[src/rtl/mux4_seq_pkg.sv]
// ----------------------------------------------------------------------------
// mux4_seq_pkg
// Shared types and constants for the 4-channel round-robin mux sequencer.
//   NCH     : number of channels served (one per mux data input)
//   ch_t    : 2-bit channel index; bit 1 drives S0, bit 0 drives S1
//   state_t : sequencer states (idle / waiting for mux settle / holding sample)
// ----------------------------------------------------------------------------
package mux4_seq_pkg;

    localparam int NCH = 4;

    typedef logic [1:0] ch_t;

    // The ST_ prefix keeps the SETTLE state name from colliding with the
    // SETTLE parameter of the sequencer top.
    typedef enum logic [1:0] {
        ST_IDLE   = 2'd0,
        ST_SETTLE = 2'd1,
        ST_HOLD   = 2'd2
    } state_t;

endpackage

[src/rtl/rr_pick4.sv]
// ----------------------------------------------------------------------------
// rr_pick4
// Purely combinational 4-way round-robin picker.
//   req      in  4  request vector, bit n = channel n
//   last     in  2  channel served most recently (lowest priority now)
//   grant_ch out 2  first requesting channel searching last+1, last+2, ...
//   any_req  out 1  at least one request present (grant_ch valid)
// ----------------------------------------------------------------------------
module rr_pick4
    import mux4_seq_pkg::*;
(
    input  logic [NCH-1:0] req,
    input  ch_t            last,
    output ch_t            grant_ch,
    output logic           any_req
);

    ch_t            base;   // highest-priority channel this round
    logic [NCH-1:0] rot;    // req rotated so that bit 0 is channel 'base'
    ch_t            pos;    // first set bit of rot
    ch_t            idx;

    assign base    = last + 2'd1;
    assign any_req = |req;

    // NOTE: every variable written in always_comb gets a default on entry;
    // a path that leaves one unassigned would infer a latch.
    always_comb begin
        rot = '0;
        idx = '0;
        for (int k = 0; k < NCH; k++) begin
            idx    = base + ch_t'(k);
            rot[k] = req[idx];
        end
    end

    always_comb begin
        pos = 2'd0;
        if      (rot[0]) pos = 2'd0;
        else if (rot[1]) pos = 2'd1;
        else if (rot[2]) pos = 2'd2;
        else if (rot[3]) pos = 2'd3;
    end

    // Undo the rotation; the 2-bit add wraps modulo 4.
    assign grant_ch = base + pos;

endmodule

[src/rtl/mux4_rr_sequencer.sv]
// ----------------------------------------------------------------------------
// mux4_rr_sequencer
// Drives the select lines of a 4:1 mux from per-channel requests in fair
// round-robin order, waits SETTLE cycles, captures the mux output and offers
// it downstream with a valid/ready handshake.
//   clk       in   1      rising-edge clock
//   rst       in   1      synchronous active-high reset
//   req       in   4      per-channel request (sampled only when idle)
//   mux_y     in   WIDTH  mux output Y
//   out_ready in   1      downstream ready
//   S0        out  1      mux select MSB (channel bit 1), registered
//   S1        out  1      mux select LSB (channel bit 0), registered
//   out_data  out  WIDTH  captured sample, registered
//   out_ch    out  2      channel of out_data, registered
//   out_valid out  1      out_data/out_ch valid
//   ack       out  4      one-hot pulse for the served channel on handshake
//   busy      out  1      sequencer not idle
// ----------------------------------------------------------------------------
module mux4_rr_sequencer
    import mux4_seq_pkg::*;
#(
    parameter int WIDTH  = 4,
    parameter int SETTLE = 1
) (
    input  logic             clk,
    input  logic             rst,
    input  logic [NCH-1:0]   req,
    input  logic [WIDTH-1:0] mux_y,
    input  logic             out_ready,
    output logic             S0,
    output logic             S1,
    output logic [WIDTH-1:0] out_data,
    output logic [1:0]       out_ch,
    output logic             out_valid,
    output logic [NCH-1:0]   ack,
    output logic             busy
);

    localparam int CNT_W = $clog2(SETTLE + 1);

    if (SETTLE < 1 || SETTLE > 15) begin : g_settle_check
        $error("mux4_rr_sequencer: SETTLE must be within 1..15");
    end

    state_t           state;
    ch_t              cur;
    ch_t              last;
    logic [CNT_W-1:0] cnt;

    ch_t  grant_ch;
    logic any_req;

    rr_pick4 u_pick (
        .req      (req),
        .last     (last),
        .grant_ch (grant_ch),
        .any_req  (any_req)
    );

    // NOTE: state registers use non-blocking assignments so every register
    // samples the pre-edge values of the others, independent of statement order.
    always_ff @(posedge clk) begin
        if (rst) begin
            state     <= ST_IDLE;
            S0        <= 1'b0;
            S1        <= 1'b0;
            out_data  <= '0;
            out_ch    <= 2'd0;
            out_valid <= 1'b0;
            cur       <= 2'd0;
            cnt       <= '0;
            last      <= 2'd3;  // channel 0 wins the first arbitration
        end else begin
            case (state)
                ST_IDLE: begin
                    if (any_req) begin
                        S0    <= grant_ch[1];
                        S1    <= grant_ch[0];
                        cur   <= grant_ch;
                        cnt   <= CNT_W'(SETTLE - 1);
                        state <= ST_SETTLE;
                    end
                end
                ST_SETTLE: begin
                    if (cnt == '0) begin
                        out_data  <= mux_y;
                        out_ch    <= cur;
                        out_valid <= 1'b1;
                        state     <= ST_HOLD;
                    end else begin
                        cnt <= cnt - 1'b1;
                    end
                end
                ST_HOLD: begin
                    // Selects and sample stay frozen until the consumer takes it.
                    if (out_valid && out_ready) begin
                        out_valid <= 1'b0;
                        last      <= cur;
                        state     <= ST_IDLE;
                    end
                end
                default: state <= ST_IDLE;
            endcase
        end
    end

    // ack is combinational so it coincides with the handshake cycle itself.
    assign ack  = (state == ST_HOLD && out_valid && out_ready)
                  ? (NCH'(1) << cur) : '0;
    assign busy = (state != ST_IDLE);

endmodule
[config.mk]
export PLATFORM = sky130hd
export DESIGN_NAME = mux4_rr_sequencer
export DESIGN_NICKNAME = d
export VERILOG_FILES = /design/src/rtl/mux4_seq_pkg.sv /design/src/rtl/rr_pick4.sv /design/src/rtl/mux4_rr_sequencer.sv
export SDC_FILE = /design/constraint.sdc
export NUM_CORES = 1
export LEC_CHECK = 0
export ABC_AREA = 1
export BUFFER_PORTS_ARGS = -buffer_cell sky130_fd_sc_hd__buf_2
export CAP_MARGIN = 15
export CORE_MARGIN = 2
export CORE_UTILIZATION = 40
export DETAILED_ROUTE_END_ITERATION = 8
export PLACE_DENSITY_LB_ADDON = 0.15
export SETUP_SLACK_MARGIN = 0.4
export SLEW_MARGIN = 25
export SYNTH_ARGS = -nofsm -noshare
export SYNTH_HDL_FRONTEND = slang
export SYNTH_SLANG_ARGS = --single-unit
export TNS_END_PERCENT = 50
[constraint.sdc]
create_clock -name clk -period 1.7 [get_ports clk]
set_input_delay 0.085 -clock clk [delete_from_list [all_inputs] [get_ports clk]]
set_output_delay 0.085 -clock clk [all_outputs]
set_load 0.01 [all_outputs]
==> results.txt, run 1 <==
- The flow ran to the end, but the final reports show violations.
- The checks that failed: negative setup slack.
* Violation count after the first detailed-routing iteration: 9
- In the layout the commonest cells are sky130_fd_sc_hd__nand2_1 (30), sky130_fd_sc_hd__buf_2 (24), sky130_fd_sc_hd__nor2_1 (14), sky130_fd_sc_hd__nand2_2 (14), sky130_fd_sc_hd__inv_1 (11).
- Cells taking the most area after synthesis: sky130_fd_sc_hd__dfxtp_1 (35%), sky130_fd_sc_hd__nand2_1 (19%), sky130_fd_sc_hd__nor2_1 (7.6%)
- Clock tree synthesis selected as its root buffer the cell sky130_fd_sc_hd__clkbuf_4.
* Capturing element of the worst setup path: S0
- In this run the tightest slew margin relative to its limit is 83.0%.
- Summing all non-filler instances in the final layout gives an area of 1040 µm².
* Endpoint type of the worst setup path: flip-flop
* Power share of the clock group: 25.3%
- Via count: 789
- Compared with the post-synthesis result, the final layout area differs by 40.6%.
- After routing, the total negative slack on setup checks comes to -0.0591 ns.
- NetSw: 252 µW
- The die covers 2200 µm².
* Sequential fraction of the synthesis area: 35.3%
* Clock tree from TritonCTS: built
* Detail Route Antenna Nets: 0
* Filler Cell Count: 171
- Number of search-and-repair iterations in the first detailed-routing pass: 4
- Setup skew after layout: 0.00495 ns
- At the pin with the least slew margin, the transition time is 0.255 ns.
* Max Slew Vio Count: 0
- CP Class: flip-flop to flip-flop
- The first global-routing pass estimated 2570 µm of wire.
- Routability-driven placement finished with a final weighted congestion of 0.789.
- The min-delay analysis places its worst path in the category primary input to flip-flop.
* Count of yosys warnings during synthesis: 0
- Initial standard-cell utilization of the core: 42.7%
- Crit path launch: last[0]
- The tree built by TritonCTS fans out to 13 sinks.
- Crit path setup slack, layout: -0.0591 ns
* Final worst-path cycle share: 103%
- The biggest area contributor in the post-synthesis netlist is sky130_fd_sc_hd__dfxtp_1.
- Timing analysis after detailed placement gives a worst setup slack of 0.0147 ns.
- Commonest non-fill, non-tap cell in the layout: sky130_fd_sc_hd__nand2_1
* FF+latch count, synth: 13
- For the worst setup path, the data required time is 1.87 ns.
- Post-Synthesis Mean Instance Area: 6.41 µm²
- Layout cells sized above 1: 40.9%
- Source-to-sink clock delay at the later pin of the worst-skew pair: 0.28 ns
- Number of global-route vias before repair: 654
- The internal power of the cells totals 514 µW.
* Number of antenna violations at the first check in global routing: 0
* Vertical die dimension: 46.9 µm
- Subtracting the final worst setup slack from the clock period gives 1.76 ns.
* Num rows: 15
* CTS max path bufs: 2
- Number of placed instances, taps included: 164
* Worst endpoint data arrival time: 1.93 ns
- For this run, the total global-route usage over all layers was measured as 16.8%.
- Of the post-synthesis cell area, the dominant cell type holds 35.3%.
- VDD sags by at most 569 µV.
- Counting the buffers created by CTS gives 3.
* Final HPWL DP: 1220 µm
- CTS built an H-tree with a depth of 1.
* Horiz. Die Dim: 46.9 µm
* Number of diodes added for antenna fixing: 0
- Cell variety after synth: 19
- Clock transition at path regs: 0.08 ns
* Number of remaining DRC errors: 0
- Netlist Area Pre-Place: 737 µm²
- The tool flagged a number of max-cap violations equal to 0.
* Power Dens Cells: 740 nW/µm²
- Global route overflow: 0
* Startpoint type of the worst setup path: flip-flop
- Counting every instance in the synthesized netlist gives 115.
* Fin nets: 162
* Post-detailed-route wirelength per cell: 10.1 µm
* Area inside the core boundary: 1730 µm²
- The worst register-to-register path has a depth of 13.
- Max Fanout on Critical Path: 10
* Total length of routed wires: 1760 µm
- Derived from the worst setup path, the maximum achievable clock frequency is 568 MHz.
- Reg-to-reg startpoint: last[0]
- Summing all placed instances gives a cell area of 900 µm².
- Net switching is 32.9% of the power.
- The count of cells in the finished layout, fillers not included, comes to 174.
- DR vias/cell: 4.53
- Maximum number of pins on one net before global-route repair: 11
- In this run the critical register-to-register path is captured at S0.
- Setup violations remaining at the end of the flow were counted as 1.
- Static Leak: 0.000559 µW
* Flop2flop setup slack: -0.06 ns
* Unrepaired setup endpoints after global routing: true
* Reg power frac: 48.0%
* Total nets after synthesis: 127
- # IOs: 25
- Combinational fraction of design power: 26.7%
* Final hold violation count: 0
- The count of buffers added on input and output ports is 24.
[power groups by stage]
stage | sequential [µW] | combinational [µW] | clock (µW)
after CTS | 365 | 197 | 199
after global routing | 372 | 232 | 213
after global placement | 369 | 185 | 0
after detailed placement | 370 | 188 | 0
after floorplan | 382 | 109 | 0
final | 368 | 205 | 194
[cell usage after synthesis (all sizes together)]
library cell,count
nor3,1
buf,1
nand4,1
nand2,45
nor2,16
ha,1
a21oi,6
dfxtp,13
o21ai,8
xor2,1
a31oi,1
nand3,4
inv,15
o211ai,2
[worst min-delay path by stage]
| stage | from | end | slack, ns | cells past startpoint |
|---|---|---|---|---|
| 6_report | mux_y[3] | out_data[3] | 0.05 | 3 |
| 5_1_grt | mux_y[3] | out_data[3] | 0.08 | 3 |
| 4_1_cts | mux_y[3] | out_data[3] | 0.05 | 3 |
| 3_5_place_dp | rst | out_valid | 0.30 | 2 |
| 3_3_place_gp | rst | out_valid | 0.29 | 2 |
| 2_1_floorplan | rst | out_valid | 0.15 | 1 |
[timing repair]
| action | 4_1_cts | 5_1_grt |
|---|---|---|
| endpoints found under the hold margin | 2 | 0 |
| endpoints found under the setup margin | 6 | 6 |
| gates resized for setup | 7 | 13 |
| setup buffers | 4 | 0 |
| hold buffers | 1 | 0 |
| pin swaps | 2 | 8 |
| cloned | 0 | 1 |
[state kept, by name, summed over array words and instances (netlist names)]
register	cells
S0	1
cur	1
last	2
out_ch	2
out_data	4
out_valid	1
state	2
[worst max-delay path, stage by stage (launching register included)]
cell and delay [ns]:
sky130_fd_sc_hd__dfxtp_4 0.37, sky130_fd_sc_hd__buf_12 0.12, sky130_fd_sc_hd__inv_8 0.04, sky130_fd_sc_hd__nand2_2 0.07, sky130_fd_sc_hd__nand2_4 0.07, sky130_fd_sc_hd__nand2_2 0.06, sky130_fd_sc_hd__nand2_2 0.06, sky130_fd_sc_hd__a31oi_1 0.21
sky130_fd_sc_hd__nor2_1 0.07, sky130_fd_sc_hd__ha_2 0.17, sky130_fd_sc_hd__xor2_1 0.17, sky130_fd_sc_hd__nand3_1 0.09, sky130_fd_sc_hd__nand2_1 0.08, sky130_fd_sc_hd__a21oi_2 0.05
[per-layer routing]
metal  routed length (µm)  vias up  part of all wire (%)  GRT usage, %
met3                   74        4                   4.2          6.92
met1                  866      340                    49          21.2
li1                     -      430                     -             -
met2                  798       15                    45          25.5
met4                   19        0                   1.1          6.67
met5                    0        -                     0             0
[per-stage QoR]
step	hold slack, ns	utilization [%]	total power [µW]
after floorplan	0.154	-	491
after global placement	0.289	52.1	554
after detailed placement	0.299	52.1	558
after CTS	0.0528	56.7	761
after global routing	0.0843	60.0	817
final	0.0514	60.0	766
[final cells by class]
| class | count | area, µm² | share of cell area (%) |
|---|---|---|---|
| multi-input combinational | 86 | 442 | 42.6 |
| clock buffer | 4 | 26.3 | 2.54 |
| tap | 25 | 31.3 | 3.02 |
| sequential | 13 | 268 | 25.8 |
| timing repair buffer | 31 | 205 | 19.8 |
| inverter | 15 | 63.8 | 6.16 |
[cell families after synthesis]
| kind of cell | count (synthesis) | synth area share, % |
|---|---|---|
| AOI/OAI and AO/OA | 17 | 12.9 |
| DFF | 13 | 35.3 |
| adders and majority gates | 1 | 1.70 |
| and+or+nand+nor | 67 | 38.7 |
| xor gates and xnor gates | 1 | 1.19 |
| buffers and inverters | 16 | 10.2 |
Note: power is estimated with default switching activity, not from simulation.
==> run 2: changes to the inputs <==
- PLACE_DENSITY_LB_ADDON: 0.15 -> 0.05
- REMOVE_ABC_BUFFERS: not set -> 1
==> run 2 against run 1 <==
The flow now finishes without violations. Clock power is 3% lower. Final cell count increased by 2.9%. Cell area grew 8.8%. Largest power group unchanged. Register-to-register slack improved by 0.08 ns. Sequential share of layout area fell by 2.2 points.
==> results.txt, run 2 (same netlist as run 1, synthesis figures left out) <==
- Crit path setup slack, layout: 0.0254 ns
- Total of buffers placed on input and output ports: 24
- Worst Setup Slack post-DPL: 0.0388 ns
- Number of antenna violations at the first check in global routing: 0
- Across the run, the number of max-cap violations was 0.
- STA classifies the critical path endpoint as a flip-flop.
- Setup repair after global routing could not meet its margin everywhere.
- On the final layout, the worst clock skew is 0.00246 ns.
- Data on the critical path is required at its endpoint by 1.91 ns.
- Clock transition at path regs: 0.08 ns
- # IOs: 25
- Fill cells in the final layout number 163.
- CTS root buffer: sky130_fd_sc_hd__clkbuf_4
- In this run the deepest clock path goes through 2 buffers.
- Fin nets: 167
- Gr usage total: 17.0%
- Die ar.: 2200 µm²
* Initial standard-cell utilization of the core: 42.7%
* Routability cong.: 0.772
- Max Fanout on Critical Path: 6
- From synthesis to final layout, the design area changed by 53.0%.
- Number of search-and-repair iterations in the first detailed-routing pass: 4
* Slew at the pin closest to its max-slew limit: 0.281 ns
* Number of diodes added for antenna fixing: 0
- The hold violation count in the final report is 0.
- Via count: 851
- Max-slew headroom at the worst pin: 81.3%
- CTS built an H-tree with a depth of 1.
- Based on the critical path, the design can be clocked at up to 597 MHz.
- Static Leak: 0.000624 µW
- Layout cells sized above 1: 44.2%
- Dividing the detail-routed wire length by the instance count gives 10.7 µm.
- Total length of routed wires: 1910 µm
- Min-delay worst type: primary input to flip-flop
- The count of nets left with antenna violations once routing finished came out at 0.
- The library cells used most frequently in the layout, excluding fill and tap cells, are sky130_fd_sc_hd__nand2_1 (30), sky130_fd_sc_hd__buf_2 (24), sky130_fd_sc_hd__nor2_1 (14).
- Setup violations remaining at the end of the flow were counted as 0.
- Clock latency on the worst-skew pair, taken at its later pin, is 0.27 ns.
- The library cell used most frequently in the layout, excluding fill and tap cells, is sky130_fd_sc_hd__nand2_1.
- The tree built by TritonCTS fans out to 13 sinks.
- After legalization and detailed placement, the total HPWL measured 1240 µm.
- Summed over all layers, the global routing overflow is 0.
- The number of global-route vias before repair was 691.
- Maximum number of pins on one net before global-route repair: 11
- In this run the core area contains 15 standard-cell rows.
- Largest register FFs: 4
- Status: finished clean
* Clock tree from TritonCTS: built
- CP Class: flip-flop to flip-flop
- The worst setup path is launched from a flip-flop.
* Worst endpoint data arrival time: 1.89 ns
- Minimum period implied by the final worst setup slack: 1.67 ns
* Max Slew Vio Count: 0
- Number of clock buffers inserted by TritonCTS: 3
- VDD sags by at most 595 µV.
- The total area inside the core boundary comes to 1730 µm².
- The first global-routing pass estimated 2680 µm of wire.
- After detailed routing, the number of remaining DRC violations is 0.
- Vertical die dimension: 46.9 µm
- Total power for the finished layout comes to 779 µW.
* DR vias/cell: 4.75
- Top register by number of flip-flops: out_data
* Power Dens Cells: 691 nW/µm²
- Horiz. Die Dim: 46.9 µm
* Final worst-path cycle share: 98.5%
* Violation count after the first detailed-routing iteration: 13
-- run 2: timing repair --
| action | in CTS | in global routing |
|---|---|---|
| hold buffers | 0 | 1 |
| buffers inserted | 3 | 4 |
| pin swaps | 1 | 9 |
| endpoints found under the setup margin | 6 | 6 |
| endpoints found under the hold margin | 0 | 1 |
| cloned | 0 | 2 |
| gates resized for setup | 7 | 23 |
-- run 2: final cells by class --
class / count / area, µm² / area share [%]
clock buffer: 4 / 26.3 / 2.33
inverter: 15 / 68.8 / 6.10
multi-input combinational: 86 / 490 / 43.5
sequential: 13 / 267 / 23.6
tap: 25 / 31.3 / 2.77
timing repair buffer: 35 / 235 / 20.9
timing repair inverter: 1 / 8.76 / 0.777
-- run 2: layer usage --
layer | global-route usage [%] | share of wire (%) | routed length [µm]
met5 | 0 | 0 | 0
met3 | 6.54 | 4.8 | 91
met4 | 3.33 | 0.31 | 6
met2 | 29.3 | 51 | 969
met1 | 20.3 | 44 | 842
-- run 2: per-stage QoR --
step / hold WS (ns) / area [µm²] / cells / utilization, % / TNS (ns)
2_1_floorplan: 0.154 / 726 / 114 / - / 0
3_3_place_gp: 0.301 / 905 / 165 / 52.4 / 0
3_5_place_dp: 0.302 / 905 / 165 / 52.4 / 0
4_1_cts: 0.00291 / 968 / 172 / 56.1 / 0
5_1_grt: 0.0627 / 1130 / 179 / 65.3 / -0.0931
6_report: 0.0585 / 1130 / 179 / 65.3 / 0
-- run 2: path summary, 6_finish.rpt --
| path | end | depth (start not counted) | slack (ns) | startpoint |
|---|---|---|---|---|
| setup / recovery | S0 | 14 | 0.03 | last[0] |
| hold / removal | out_data[3] | 3 | 0.06 | mux_y[3] |
| setup reg to reg | S0 | 14 | 0.03 | last[0] |
| hold reg to reg | out_data[2] | 2 | 0.48 | out_data[2] |
-- run 2: worst max-delay path, cell delays in order, from the launching register on --
cell and delay [ns]:
sky130_fd_sc_hd__dfxtp_4 0.38, sky130_fd_sc_hd__buf_12 0.14, sky130_fd_sc_hd__clkinv_8 0.07, sky130_fd_sc_hd__nand2_1 0.06
sky130_fd_sc_hd__nand2_1 0.05, sky130_fd_sc_hd__nand2_1 0.06, sky130_fd_sc_hd__nand2_1 0.06, sky130_fd_sc_hd__a31oi_1 0.15
sky130_fd_sc_hd__nor2_1 0.06, sky130_fd_sc_hd__ha_2 0.18, sky130_fd_sc_hd__xor2_2 0.13, sky130_fd_sc_hd__inv_1 0.05
sky130_fd_sc_hd__nand2_1 0.06, sky130_fd_sc_hd__nand2_1 0.05, sky130_fd_sc_hd__a21oi_2 0.10
-- run 2: where the power goes --
part | leakage, µW | internal, µW | total, µW | switching, µW
Sequential | 0.000107 | 339 | 373 | 34.0
Combinational | 0.000502 | 90.9 | 219 | 128
Clock | 0.0000150 | 90.9 | 188 | 96.6
Total | 0.000624 | 521 | 779 | 258
